[src/rtl/game_pkg.sv]
`default_nettype none
// ============================================================================
// Module  : game_pkg
// Brief   : Shared keyboard op codes, FSM states and grid defaults.
// Revision: 1.0
// ============================================================================
package game_pkg;

    localparam logic [2:0] OP_NONE   = 3'd0;
    localparam logic [2:0] OP_SELECT = 3'd1;
    localparam logic [2:0] OP_CANCEL = 3'd2;
    localparam logic [2:0] OP_LEFT   = 3'd3;
    localparam logic [2:0] OP_RIGHT  = 3'd4;
    localparam logic [2:0] OP_UP     = 3'd5;
    localparam logic [2:0] OP_DOWN   = 3'd6;

    localparam int DEFAULT_COLS = 8;
    localparam int DEFAULT_ROWS = 8;

    typedef enum logic [1:0] {
        ST_IDLE     = 2'd0,
        ST_SELECTED = 2'd1,
        ST_REQUEST  = 2'd2
    } state_t;

    // Plain integer distance, so 0 and COLS-1 are never treated as adjacent.
    function automatic logic diff_one(input int a, input int b);
        return ((a - b) == 1) || ((b - a) == 1);
    endfunction

endpackage
`default_nettype wire

[src/rtl/cursor_ctrl_if.sv]
`default_nettype none
// ============================================================================
// Module  : cursor_ctrl_if
// Brief   : Operation input, cursor/selection outputs and swap handshake.
// Revision: 1.0
// ============================================================================
interface cursor_ctrl_if #(
    parameter int XW = 3,
    parameter int YW = 3
);
    logic [2:0]    operation;
    logic [XW-1:0] cursor_x;
    logic [YW-1:0] cursor_y;
    logic          sel_valid;
    logic [XW-1:0] sel_x;
    logic [YW-1:0] sel_y;
    logic          swap_req;
    logic [XW-1:0] src_x;
    logic [YW-1:0] src_y;
    logic [XW-1:0] dst_x;
    logic [YW-1:0] dst_y;
    logic          swap_ack;

    modport master (
        input  operation, swap_ack,
        output cursor_x, cursor_y, sel_valid, sel_x, sel_y,
               swap_req, src_x, src_y, dst_x, dst_y
    );

    modport slave (
        output operation, swap_ack,
        input  cursor_x, cursor_y, sel_valid, sel_x, sel_y,
               swap_req, src_x, src_y, dst_x, dst_y
    );
endinterface
`default_nettype wire

[src/rtl/key_repeat.sv]
`default_nettype none
// ============================================================================
// Module  : key_repeat
// Brief   : Turns held operation levels into press events with auto-repeat.
// Revision: 1.0
// ============================================================================
module key_repeat
    import game_pkg::*;
#(
    parameter int REPEAT_DELAY = 25_000_000,
    parameter int REPEAT_RATE  = 5_000_000
) (
    input  wire logic       clk,
    input  wire logic       rst,
    input  wire logic [2:0] operation,
    output logic            evt,
    output logic [2:0]      evt_op
);

    localparam int c_max_period = (REPEAT_DELAY > REPEAT_RATE) ? REPEAT_DELAY : REPEAT_RATE;
    localparam int c_cnt_w      = $clog2(c_max_period + 1);
    localparam logic [c_cnt_w-1:0] c_delay_last = c_cnt_w'(REPEAT_DELAY - 1);
    localparam logic [c_cnt_w-1:0] c_rate_last  = c_cnt_w'(REPEAT_RATE - 1);

    logic [2:0]         w_op;
    logic [2:0]         r_op_q;
    logic [c_cnt_w-1:0] r_cnt;
    logic               r_first;
    logic               w_press;
    logic               w_hold;
    logic               w_rpt;

    // Reserved code 7 is folded to "none" before edge detection.
    assign w_op    = (operation == 3'd7) ? OP_NONE : operation;
    assign w_press = (w_op != r_op_q) && (w_op != OP_NONE);
    assign w_hold  = (w_op == r_op_q) && (w_op >= OP_LEFT) && (w_op <= OP_DOWN);
    assign w_rpt   = w_hold && (r_first ? (r_cnt == c_delay_last) : (r_cnt == c_rate_last));

    assign evt    = w_press || w_rpt;
    assign evt_op = w_op;

    always_ff @(posedge clk or posedge rst) begin
        if (rst) begin
            r_op_q  <= OP_NONE;
            r_cnt   <= '0;
            r_first <= 1'b1;
        end else begin
            r_op_q <= w_op;
            if (w_rpt) begin
                r_cnt   <= '0;
                r_first <= 1'b0;
            end else if (w_hold) begin
                r_cnt <= r_cnt + c_cnt_w'(1);
            end else begin
                r_cnt   <= '0;
                r_first <= 1'b1;
            end
        end
    end

endmodule
`default_nettype wire

[src/rtl/cursor_ctrl.sv]
`default_nettype none
// ============================================================================
// Module  : cursor_ctrl
// Brief   : Wrapping grid cursor plus select/swap-request FSM.
// Revision: 1.0
// ============================================================================
module cursor_ctrl
    import game_pkg::*;
#(
    parameter int COLS         = DEFAULT_COLS,
    parameter int ROWS         = DEFAULT_ROWS,
    parameter int REPEAT_DELAY = 25_000_000,
    parameter int REPEAT_RATE  = 5_000_000
) (
    input  wire logic     clk,
    input  wire logic     rst,
    cursor_ctrl_if.master bus
);

    localparam int XW = $clog2(COLS);
    localparam int YW = $clog2(ROWS);
    localparam logic [XW-1:0] c_x_max = XW'(COLS - 1);
    localparam logic [YW-1:0] c_y_max = YW'(ROWS - 1);

    logic          w_evt;
    logic [2:0]    w_evt_op;

    state_t        r_state, w_state;
    logic [XW-1:0] r_cx, w_cx, r_sx, w_sx, r_srcx, w_srcx, r_dstx, w_dstx;
    logic [YW-1:0] r_cy, w_cy, r_sy, w_sy, r_srcy, w_srcy, r_dsty, w_dsty;
    logic          r_sel_valid, w_sel_valid, r_req, w_req;
    logic          w_sel_hit, w_adj;

    key_repeat #(
        .REPEAT_DELAY (REPEAT_DELAY),
        .REPEAT_RATE  (REPEAT_RATE)
    ) u_key_repeat (
        .clk       (clk),
        .rst       (rst),
        .operation (bus.operation),
        .evt       (w_evt),
        .evt_op    (w_evt_op)
    );

    assign w_sel_hit = (r_cx == r_sx) && (r_cy == r_sy);
    assign w_adj     = ((r_cx == r_sx) && diff_one(int'(r_cy), int'(r_sy))) ||
                       ((r_cy == r_sy) && diff_one(int'(r_cx), int'(r_sx)));

    always_comb begin
        w_state     = r_state;
        w_cx        = r_cx;
        w_cy        = r_cy;
        w_sel_valid = r_sel_valid;
        w_sx        = r_sx;
        w_sy        = r_sy;
        w_req       = r_req;
        w_srcx      = r_srcx;
        w_srcy      = r_srcy;
        w_dstx      = r_dstx;
        w_dsty      = r_dsty;

        // The cursor is frozen while a swap is outstanding.
        if (w_evt && (r_state != ST_REQUEST)) begin
            case (w_evt_op)
                OP_LEFT:  w_cx = (r_cx == '0)      ? c_x_max : r_cx - XW'(1);
                OP_RIGHT: w_cx = (r_cx == c_x_max) ? '0      : r_cx + XW'(1);
                OP_UP:    w_cy = (r_cy == '0)      ? c_y_max : r_cy - YW'(1);
                OP_DOWN:  w_cy = (r_cy == c_y_max) ? '0      : r_cy + YW'(1);
                default:  ;
            endcase
        end

        case (r_state)
            ST_IDLE: begin
                if (w_evt && (w_evt_op == OP_SELECT)) begin
                    w_sx        = r_cx;
                    w_sy        = r_cy;
                    w_sel_valid = 1'b1;
                    w_state     = ST_SELECTED;
                end
            end
            ST_SELECTED: begin
                if (w_evt && (w_evt_op == OP_SELECT)) begin
                    if (w_sel_hit) begin
                        w_sel_valid = 1'b0;
                        w_state     = ST_IDLE;
                    end else if (w_adj) begin
                        w_srcx  = r_sx;
                        w_srcy  = r_sy;
                        w_dstx  = r_cx;
                        w_dsty  = r_cy;
                        w_req   = 1'b1;
                        w_state = ST_REQUEST;
                    end else begin
                        w_sx = r_cx;
                        w_sy = r_cy;
                    end
                end else if (w_evt && (w_evt_op == OP_CANCEL)) begin
                    w_sel_valid = 1'b0;
                    w_state     = ST_IDLE;
                end
            end
            ST_REQUEST: begin
                if (bus.swap_ack) begin
                    w_req       = 1'b0;
                    w_sel_valid = 1'b0;
                    w_state     = ST_IDLE;
                end
            end
            default: w_state = ST_IDLE;
        endcase
    end

    always_ff @(posedge clk or posedge rst) begin
        if (rst) begin
            r_state     <= ST_IDLE;
            r_cx        <= '0;
            r_cy        <= '0;
            r_sel_valid <= 1'b0;
            r_sx        <= '0;
            r_sy        <= '0;
            r_req       <= 1'b0;
            r_srcx      <= '0;
            r_srcy      <= '0;
            r_dstx      <= '0;
            r_dsty      <= '0;
        end else begin
            r_state     <= w_state;
            r_cx        <= w_cx;
            r_cy        <= w_cy;
            r_sel_valid <= w_sel_valid;
            r_sx        <= w_sx;
            r_sy        <= w_sy;
            r_req       <= w_req;
            r_srcx      <= w_srcx;
            r_srcy      <= w_srcy;
            r_dstx      <= w_dstx;
            r_dsty      <= w_dsty;
        end
    end

    assign bus.cursor_x  = r_cx;
    assign bus.cursor_y  = r_cy;
    assign bus.sel_valid = r_sel_valid;
    assign bus.sel_x     = r_sx;
    assign bus.sel_y     = r_sy;
    assign bus.swap_req  = r_req;
    assign bus.src_x     = r_srcx;
    assign bus.src_y     = r_srcy;
    assign bus.dst_x     = r_dstx;
    assign bus.dst_y     = r_dsty;

endmodule
`default_nettype wire

[src/flat_wrapper.sv]
// flat-port wrapper written by rule: the top's interface ports become plain ports
module cursor_ctrl_flat import game_pkg::*;
#(
    parameter int COLS         = DEFAULT_COLS,
    parameter int ROWS         = DEFAULT_ROWS,
    parameter int REPEAT_DELAY = 25_000_000,
    parameter int REPEAT_RATE  = 5_000_000
)
  (clk, rst, bus_operation, bus_swap_ack, bus_cursor_x, bus_cursor_y, bus_sel_valid, bus_sel_x, bus_sel_y, bus_swap_req, bus_src_x, bus_src_y, bus_dst_x, bus_dst_y);
  cursor_ctrl_if #(.XW(3), .YW(3)) bus_i ();
  input  wire logic clk;
  input  wire logic rst;
  input wire logic [$bits(bus_i.operation)-1:0] bus_operation;
  input wire logic [$bits(bus_i.swap_ack)-1:0] bus_swap_ack;
  output wire logic [$bits(bus_i.cursor_x)-1:0] bus_cursor_x;
  output wire logic [$bits(bus_i.cursor_y)-1:0] bus_cursor_y;
  output wire logic [$bits(bus_i.sel_valid)-1:0] bus_sel_valid;
  output wire logic [$bits(bus_i.sel_x)-1:0] bus_sel_x;
  output wire logic [$bits(bus_i.sel_y)-1:0] bus_sel_y;
  output wire logic [$bits(bus_i.swap_req)-1:0] bus_swap_req;
  output wire logic [$bits(bus_i.src_x)-1:0] bus_src_x;
  output wire logic [$bits(bus_i.src_y)-1:0] bus_src_y;
  output wire logic [$bits(bus_i.dst_x)-1:0] bus_dst_x;
  output wire logic [$bits(bus_i.dst_y)-1:0] bus_dst_y;
  assign bus_i.operation = bus_operation;
  assign bus_i.swap_ack = bus_swap_ack;
  assign bus_cursor_x = bus_i.cursor_x;
  assign bus_cursor_y = bus_i.cursor_y;
  assign bus_sel_valid = bus_i.sel_valid;
  assign bus_sel_x = bus_i.sel_x;
  assign bus_sel_y = bus_i.sel_y;
  assign bus_swap_req = bus_i.swap_req;
  assign bus_src_x = bus_i.src_x;
  assign bus_src_y = bus_i.src_y;
  assign bus_dst_x = bus_i.dst_x;
  assign bus_dst_y = bus_i.dst_y;
  cursor_ctrl #(.COLS(COLS), .ROWS(ROWS), .REPEAT_DELAY(REPEAT_DELAY), .REPEAT_RATE(REPEAT_RATE)) u_core (.clk(clk), .rst(rst), .bus(bus_i));
endmodule
[config.mk]
export PLATFORM = sky130hd
export DESIGN_NAME = cursor_ctrl_flat
export DESIGN_NICKNAME = d
export VERILOG_FILES = /design/src/rtl/game_pkg.sv /design/src/rtl/cursor_ctrl_if.sv /design/src/rtl/key_repeat.sv /design/src/rtl/cursor_ctrl.sv /design/src/flat_wrapper.sv
export SDC_FILE = /design/constraint.sdc
export NUM_CORES = 1
export LEC_CHECK = 0
export BUFFER_PORTS_ARGS = -buffer_cell sky130_fd_sc_hd__buf_2
export CAP_MARGIN = 30
export CORE_MARGIN = 5
export CORE_UTILIZATION = 50
export CTS_BUF_LIST = sky130_fd_sc_hd__clkbuf_4
export DETAILED_ROUTE_END_ITERATION = 8
export PLACE_DENSITY = 0.68
export SYNTH_ARGS = -nofsm -noshare
export SYNTH_HDL_FRONTEND = slang
export SYNTH_SLANG_ARGS = --single-unit
[constraint.sdc]
create_clock -name clk -period 6.47 [get_ports clk]
set_clock_uncertainty 0.1 [all_clocks]
set_input_delay 0.647 -clock clk [delete_from_list [all_inputs] [get_ports clk]]
set_output_delay 0.647 -clock clk [all_outputs]
set_load 0.05 [all_outputs]
Word level (Yosys, flattened, before mapping)

Cells that the tools add are included.

Add/sub/neg operators: 9
Magnitude comparators: 2
Equality and inequality tests: 32
Muxes and demuxes: 39
Bitwise operators: 1
Reductions and logical operators: 30

Operator list:

| kind                    | number |
|---|---|
| $eq A32 B2 Y1 const B   | 4 |
| $mux W25                | 2 |
| $mux W3                 | 13 |
| $add A25 B1 Y25 const B | 1 |
| $eq A25 B23 Y1 const B  | 1 |
| $eq A25 B25 Y1 const B  | 1 |
| $pmux W3 S2             | 4 |
| $eq A3 B3 Y1 const B    | 6 |
| $sub A3 B3 Y4           | 4 |
| $reduce_and A5 Y1       | 3 |
| $mux W2                 | 6 |
| $mux W1                 | 11 |
| $logic_and A1 B1 Y1     | 10 |
| $eq A3 B3 Y1            | 3 |
| $ne A2 B1 Y1 const B    | 4 |
| $ne A2 B2 Y1 const B    | 4 |
| $reduce_and A4 Y1       | 2 |
| $reduce_bool A2 Y1      | 4 |
| $add A3 B1 Y3 const B   | 2 |
| $eq A3 B2 Y1 const B    | 2 |
| $logic_not A3 Y1        | 2 |
| $pmux W2 S3             | 1 |
| $reduce_bool A3 Y1      | 2 |
| $sub A3 B1 Y3 const B   | 2 |
| 15 further kinds        | 19 |

Bits in registers: 57
Bits of input ports: 6
Output and inout port bits: 26
Word-level logic and storage cells: 127

Depth between registers and ports, before layout

Word-level depth: 11
Mapped depth: 11
Mapped depth without buffers: 10

By module

From an unflattened synthesis, not the netlist that was laid out.

Cell total of the unflattened synthesis: 386
Area total of the unflattened synthesis: 3738.6 µm²

By module, submodules not included:

| module      | times used | cells each | area each (µm²) | seq. area each (µm²) |
|---|---|---|---|---|
| cursor_ctrl | 1          | 222        | 2187.1          | 700.7 |
| key_repeat  | 1          | 164        | 1551.5          | 726.9 |

Least setup slack after synthesis

No wires, ideal clock.

Path kind: reg2reg
Start point: register u_core.r_cy[0] (netlist: u_core.bus.cursor_y[0])
End point: register u_core.r_sx[1] (netlist: u_core.bus.sel_x[1])
Library setup time: 0.082 ns
Arrival time: 2.755 ns
Slack: 3.533 ns
Cell stages (with the launch flop): 12
Period minus slack after synthesis: 2.937 ns
Cells stage by stage: dfrtp_1 -> inv_1 -> ha_1 -> fa_1 -> nor2b_1 -> o21ai_0 -> a21boi_0 -> o21ai_1 -> a32oi_1 -> nor2b_1 -> clkbuf_1 -> mux2i_1

Longest elaborated chain between the ends: 7
Elaborated cells on any way between the ends: 13
Classes of those cells: add/sub (2); eq/ne (5); reduce/logical (6)

Ends and longest elaborated chain:

| item                          | line               | text |
|---|---|---|
| start, declared               | cursor_ctrl.sv:30  | `logic [YW-1:0] r_cy, w_cy, r_sy, w_sy, r_srcy, w_srcy, r_dsty, w_dsty;` |
| start signal, assigned        | cursor_ctrl.sv:130 | `r_cy <= w_cy;` |
| $sub A3 B3 Y4                 | game_pkg.sv:28     | `return ((a - b) == 1) \|\| ((b - a) == 1);` |
| $eq A32 B2 Y1                 | game_pkg.sv:28     |  |
| $logic_or A1 B1 Y1            | game_pkg.sv:28     |  |
| $logic_and A1 B1 Y1           | cursor_ctrl.sv:46  | `assign w_adj = ((r_cx == r_sx) && diff_one(int'(r_cy), int'(r_sy))) \|\|` |
| $logic_or A1 B1 Y1            | cursor_ctrl.sv:46  |  |
| $ne A2 B2 Y1 (no line)        | n/a                |  |
| $reduce_and A5 Y1 (no line) * | n/a                |  |
| end signal, assigned          | cursor_ctrl.sv:132 | `r_sx <= w_sx;` |
| end, declared                 | cursor_ctrl.sv:29  | `logic [XW-1:0] r_cx, w_cx, r_sx, w_sx, r_srcx, w_srcx, r_dstx, w_dstx;` |

Mark *: on every way between the ends. The rest lies on a longest branch, timed or not.
A chain may end at the register's enable or synchronous reset.

Worst setup path after layout

Start point: register u_core.r_cy[0] (netlist: u_core.bus.cursor_y[0])
End point: register u_core.r_sx[0] (netlist: u_core.bus.sel_x[0])

Same word-level chain as after synthesis.

==> flow_summary.json <==
{
  "grt_pass1_vias": 2486,
  "p_int_uw": 746,
  "cts_buffers": 9,
  "drive_above_1_share_pct": 16.7,
  "first_pass_iters": 5,
  "synth_area_leaders": "dfrtp_1, ha_1, xor2_1",
  "async_flop_share_pct": 100,
  "fin_crit_ns": 3.32,
  "cts_sinks": 57,
  "synth_edf_count": 0,
  "rsz0062_at_grt": "no",
  "synth_nets": 378,
  "initial_utilization_pct": 51.0,
  "grt_max_degree": 58,
  "wl_per_cell_um": 14.5,
  "crit_top_cell": "nor2b_1",
  "synth_area_um2": 3450,
  "maxSlewHeadroom_pct": 41.6,
  "hold_buffers": 0,
  "switching_share_pct": 49.5,
  "cts_tree": "built",
  "route.vias.total": 2557,
  "yosys_register_bits": 57,
  "final_core_util_pct": 55.6,
  "min_path_type": "in2async",
  "critPathCaptureType": "flop",
  "antenna_found_initial": 0,
  "regArea_um2": 1430,
  "die_x_um": 93.0,
  "syn_to_final_growth_pct": 8.93,
  "row_count": 30,
  "core_area_um2": 6760,
  "routabilityCongestion": 0.822,
  "dp_slack_ns": 3.22,
  "maxCapViolCount": 0,
  "fmax_mhz": 301,
  "cts_resized": 0,
  "drt-initial-drc-count": 103,
  "fin_nets": 414,
  "syn_area_per_cell_um2": 10.1,
  "cp_num_buf_inv": 1,
  "hold_violations": 0,
  "final.setup.worst_slack_ns": 3.15,
  "vdd_drop_max_v": 0.000324,
  "drt_wl_total_mm": 6.75,
  "power_density_nw_per_um2": 393,
  "io_buffers": 31,
  "start_kind": "flop",
  "cp.required_ns": 6.68,
  "postCtsSetupBuffers": 0,
  "n_antenna_cell": 0,
  "h-tree-depth": 3,
  "dp_cells": 448,
  "drc": 0,
  "via_per_inst": 5.51,
  "place_hpwl_mm": 4.94,
  "path_cells": "inv_1 > ha_1 > fa_1 > nor2b_1 > o21ai_0 > a21boi_0 > o21ai_1 > a32oi_1 > nor2b_1 > mux2i_1",
  "run_status": "finished, final reports clean",
  "synthFlopType": "dfrtp_1",
  "power_frac_clock_pct": 14.3,
  "grt_pass1_wl_mm": 11.9,
  "slew_viol_final": 0,
  "dieArea_um2": 8660,
  "synth_largest_area_cell": "dfrtp_1",
  "clk_latency_ns": 0.40,
  "yosysSeqAreaShare_pct": 41.4,
  "combPwrFrac_pct": 51.6,
  "cp_top_family": "simple AND/OR/NAND/NOR gates",
  "grt_util_all_layers_pct": 17.2,
  "timing.final.crit_share_pct": 51.3,
  "ys_types": 61,
  "setup_viol": 0,
  "fill_cells": 611,
  "yosys_warnings": 0,
  "multi_input_area_um2": 1870,
  "syn_inst": 343,
  "tightest_slew_ns": 0.874,
  "slowest_stage": "nor2b_1",
  "power_leakage_uw": 0.00173,
  "ant_nets": 0,
  "critical_path_class": "reg2reg",
  "p_seq_share_pct": 34.1,
  "cts.clk_slew.worst_paths_ns": 0.10,
  "report.power.total_uw": 1480,
  "cp_max_fo": 7,
  "synth_top_area_share_pct": 40.6,
  "cp_slowest_stage_delay_ns": 0.70,
  "ios": 32,
  "fin_setup_tns_ns": 0,
  "gr-total-overflow": 0,
  "fin_cells": 464,
  "worstPathArrival_ns": 3.53,
  "cts-root-buf": "clkbuf_4",
  "p_switching_uw": 731,
  "clockBufferDepth": 2,
  "fp.dieH_um": 93.0
}
==> power groups by stage <==
stage	clock network, uW	logic [uW]	registers, uW
after global routing	236	838	518
after global placement	0	742	511
final	211	762	503
after floorplan	0	368	717
after detailed placement	0	762	511
after CTS	221	766	504
==> cell usage in the layout, fill, tap and decap left out, types with 3 or more instances in the layout <==
| cell type | n |
|---|---|
| a211oi_1 | 4 |
| a21boi_0 | 5 |
| a21oi_1 | 4 |
| a31oi_1 | 4 |
| and2_1 | 3 |
| and3_1 | 9 |
| buf_2 | 31 |
| clkbuf_4 | 9 |
| clkinv_2 | 3 |
| dfrtp_1 | 56 |
| fa_1 | 4 |
| ha_1 | 25 |
| inv_1 | 23 |
| mux2_1 | 9 |
| mux2_2 | 3 |
| mux2i_1 | 8 |
| nand2_1 | 32 |
| nand2b_1 | 4 |
| nand3_1 | 7 |
| nand4_1 | 4 |
| nor2_1 | 39 |
| nor2b_1 | 6 |
| nor4_1 | 4 |
| nor4b_1 | 3 |
| o21ai_0 | 7 |
| o21ai_1 | 5 |
| xnor2_1 | 8 |
| xor2_1 | 19 |
==> metal layers <==
metal	part of all wire (%)	track usage, %	vias up	routed length, um
li1	-	-	1262	-
met4	1.5	7.20	0	104
met1	49	24.3	1230	3300
met3	4.1	3.22	11	275
met5	0	0	-	0
met2	45	25.7	54	3070
==> worst register-to-register path, delay by kind of cell (launching register included) <==
family	cells	cell delay, ns
mux	1	0.31
simple gates	2	0.84
compound gates	4	0.73
fa+ha+maj	2	0.62
flops	1	0.49
buf+inv	1	0.13
==> cell families after synthesis <==
logic type | share of synthesized area (%)
xor gates and xnor gates | 6.86
adders and majority gates | 11.4
muxes | 6.24
and+or+nand+nor | 19.7
AOI/OAI and AO/OA | 9.98
DFF | 41.4
buffers and inverters | 4.46
==> Yosys cell counts, types with 2 or more instances <==
library cell	instances
a21oi_1	4
mux2_2	3
a21oi_2	2
and3_2	2
nand3_1	7
nand2_1	32
mux2i_1	8
nand4_1	4
o21ai_0	7
dfrtp_1	56
buf_2	2
xnor2_1	8
clkbuf_8	2
and2_1	3
o21ai_1	5
a211oi_1	4
or3b_2	2
a31oi_1	4
nor3_4	2
nor2b_1	6
nand2b_1	4
inv_1	24
nand4b_1	2
or4b_1	2
and3_1	9
xor2_1	19
nand3b_1	2
nor4b_1	3
nor4_1	4
ha_1	25
fa_1	4
nor3_1	2
nor2_1	39
a22o_1	2
mux2_1	9
a21boi_0	5
==> area by class of cell <==
| class | count | share of cell area (%) |
|---|---|---|
| sequential | 57 | 38.0 |
| tap | 80 | 2.66 |
| clock inverter | 7 | 0.999 |
| clock buffer | 9 | 1.80 |
| multi-input combinational | 254 | 49.7 |
| inverter | 25 | 2.50 |
| timing repair buffer | 32 | 4.33 |
==> state kept, by name, summed over array words and instances, names as in the netlist <==
| register | cells |
|---|---|
| u_core.bus.dst_y | 3 |
| u_core.bus.src_y | 3 |
| u_core.u_key_repeat.r_op_q | 3 |
| u_core.bus.sel_y | 3 |
| u_core.r_state | 2 |
| u_core.u_key_repeat.r_first | 1 |
| u_core.bus.sel_valid | 1 |
| u_core.bus.cursor_y | 3 |
| u_core.bus.sel_x | 3 |
| u_core.bus.swap_req | 1 |
| u_core.bus.cursor_x | 3 |
| u_core.bus.src_x | 3 |
| u_core.bus.dst_x | 3 |
| u_core.u_key_repeat.r_cnt | 25 |
==> final timing paths <==
| check | startpoint | to | slack [ns] | cells past startpoint |
|---|---|---|---|---|
| max | u_core.bus.cursor_y[0]$_DFFE_PP0P_ | u_core.bus.sel_x[0]$_DFFE_PP0P_ | 3.15 | 10 |
| max reg2reg | u_core.bus.cursor_y[0]$_DFFE_PP0P_ | u_core.bus.sel_x[0]$_DFFE_PP0P_ | 3.15 | 10 |
| min reg2reg | u_core.u_key_repeat.r_first$_DFFE_PP1P_ | u_core.u_key_repeat.r_first$_DFFE_PP1P_ | 0.38 | 2 |
| min | rst | u_core.bus.sel_x[1]$_DFFE_PP0P_ | 0.33 | 3 |
| min in group clk | u_core.u_key_repeat.r_first$_DFFE_PP1P_ | u_core.u_key_repeat.r_first$_DFFE_PP1P_ | 0.38 | 2 |
| max in group asynchronous | rst | u_core.bus.swap_req$_DFFE_PP0P_ | 5.47 | 3 |
==> stage by stage <==
step	area, um^2	hold slack (ns)
4_1_cts	3760	0.347
3_3_place_gp	3650	0.361
5_1_grt	3760	0.401
2_1_floorplan	3450	0.340
3_5_place_dp	3650	0.363
6_report	3760	0.333
Note: power is estimated with default switching activity, not from simulation.
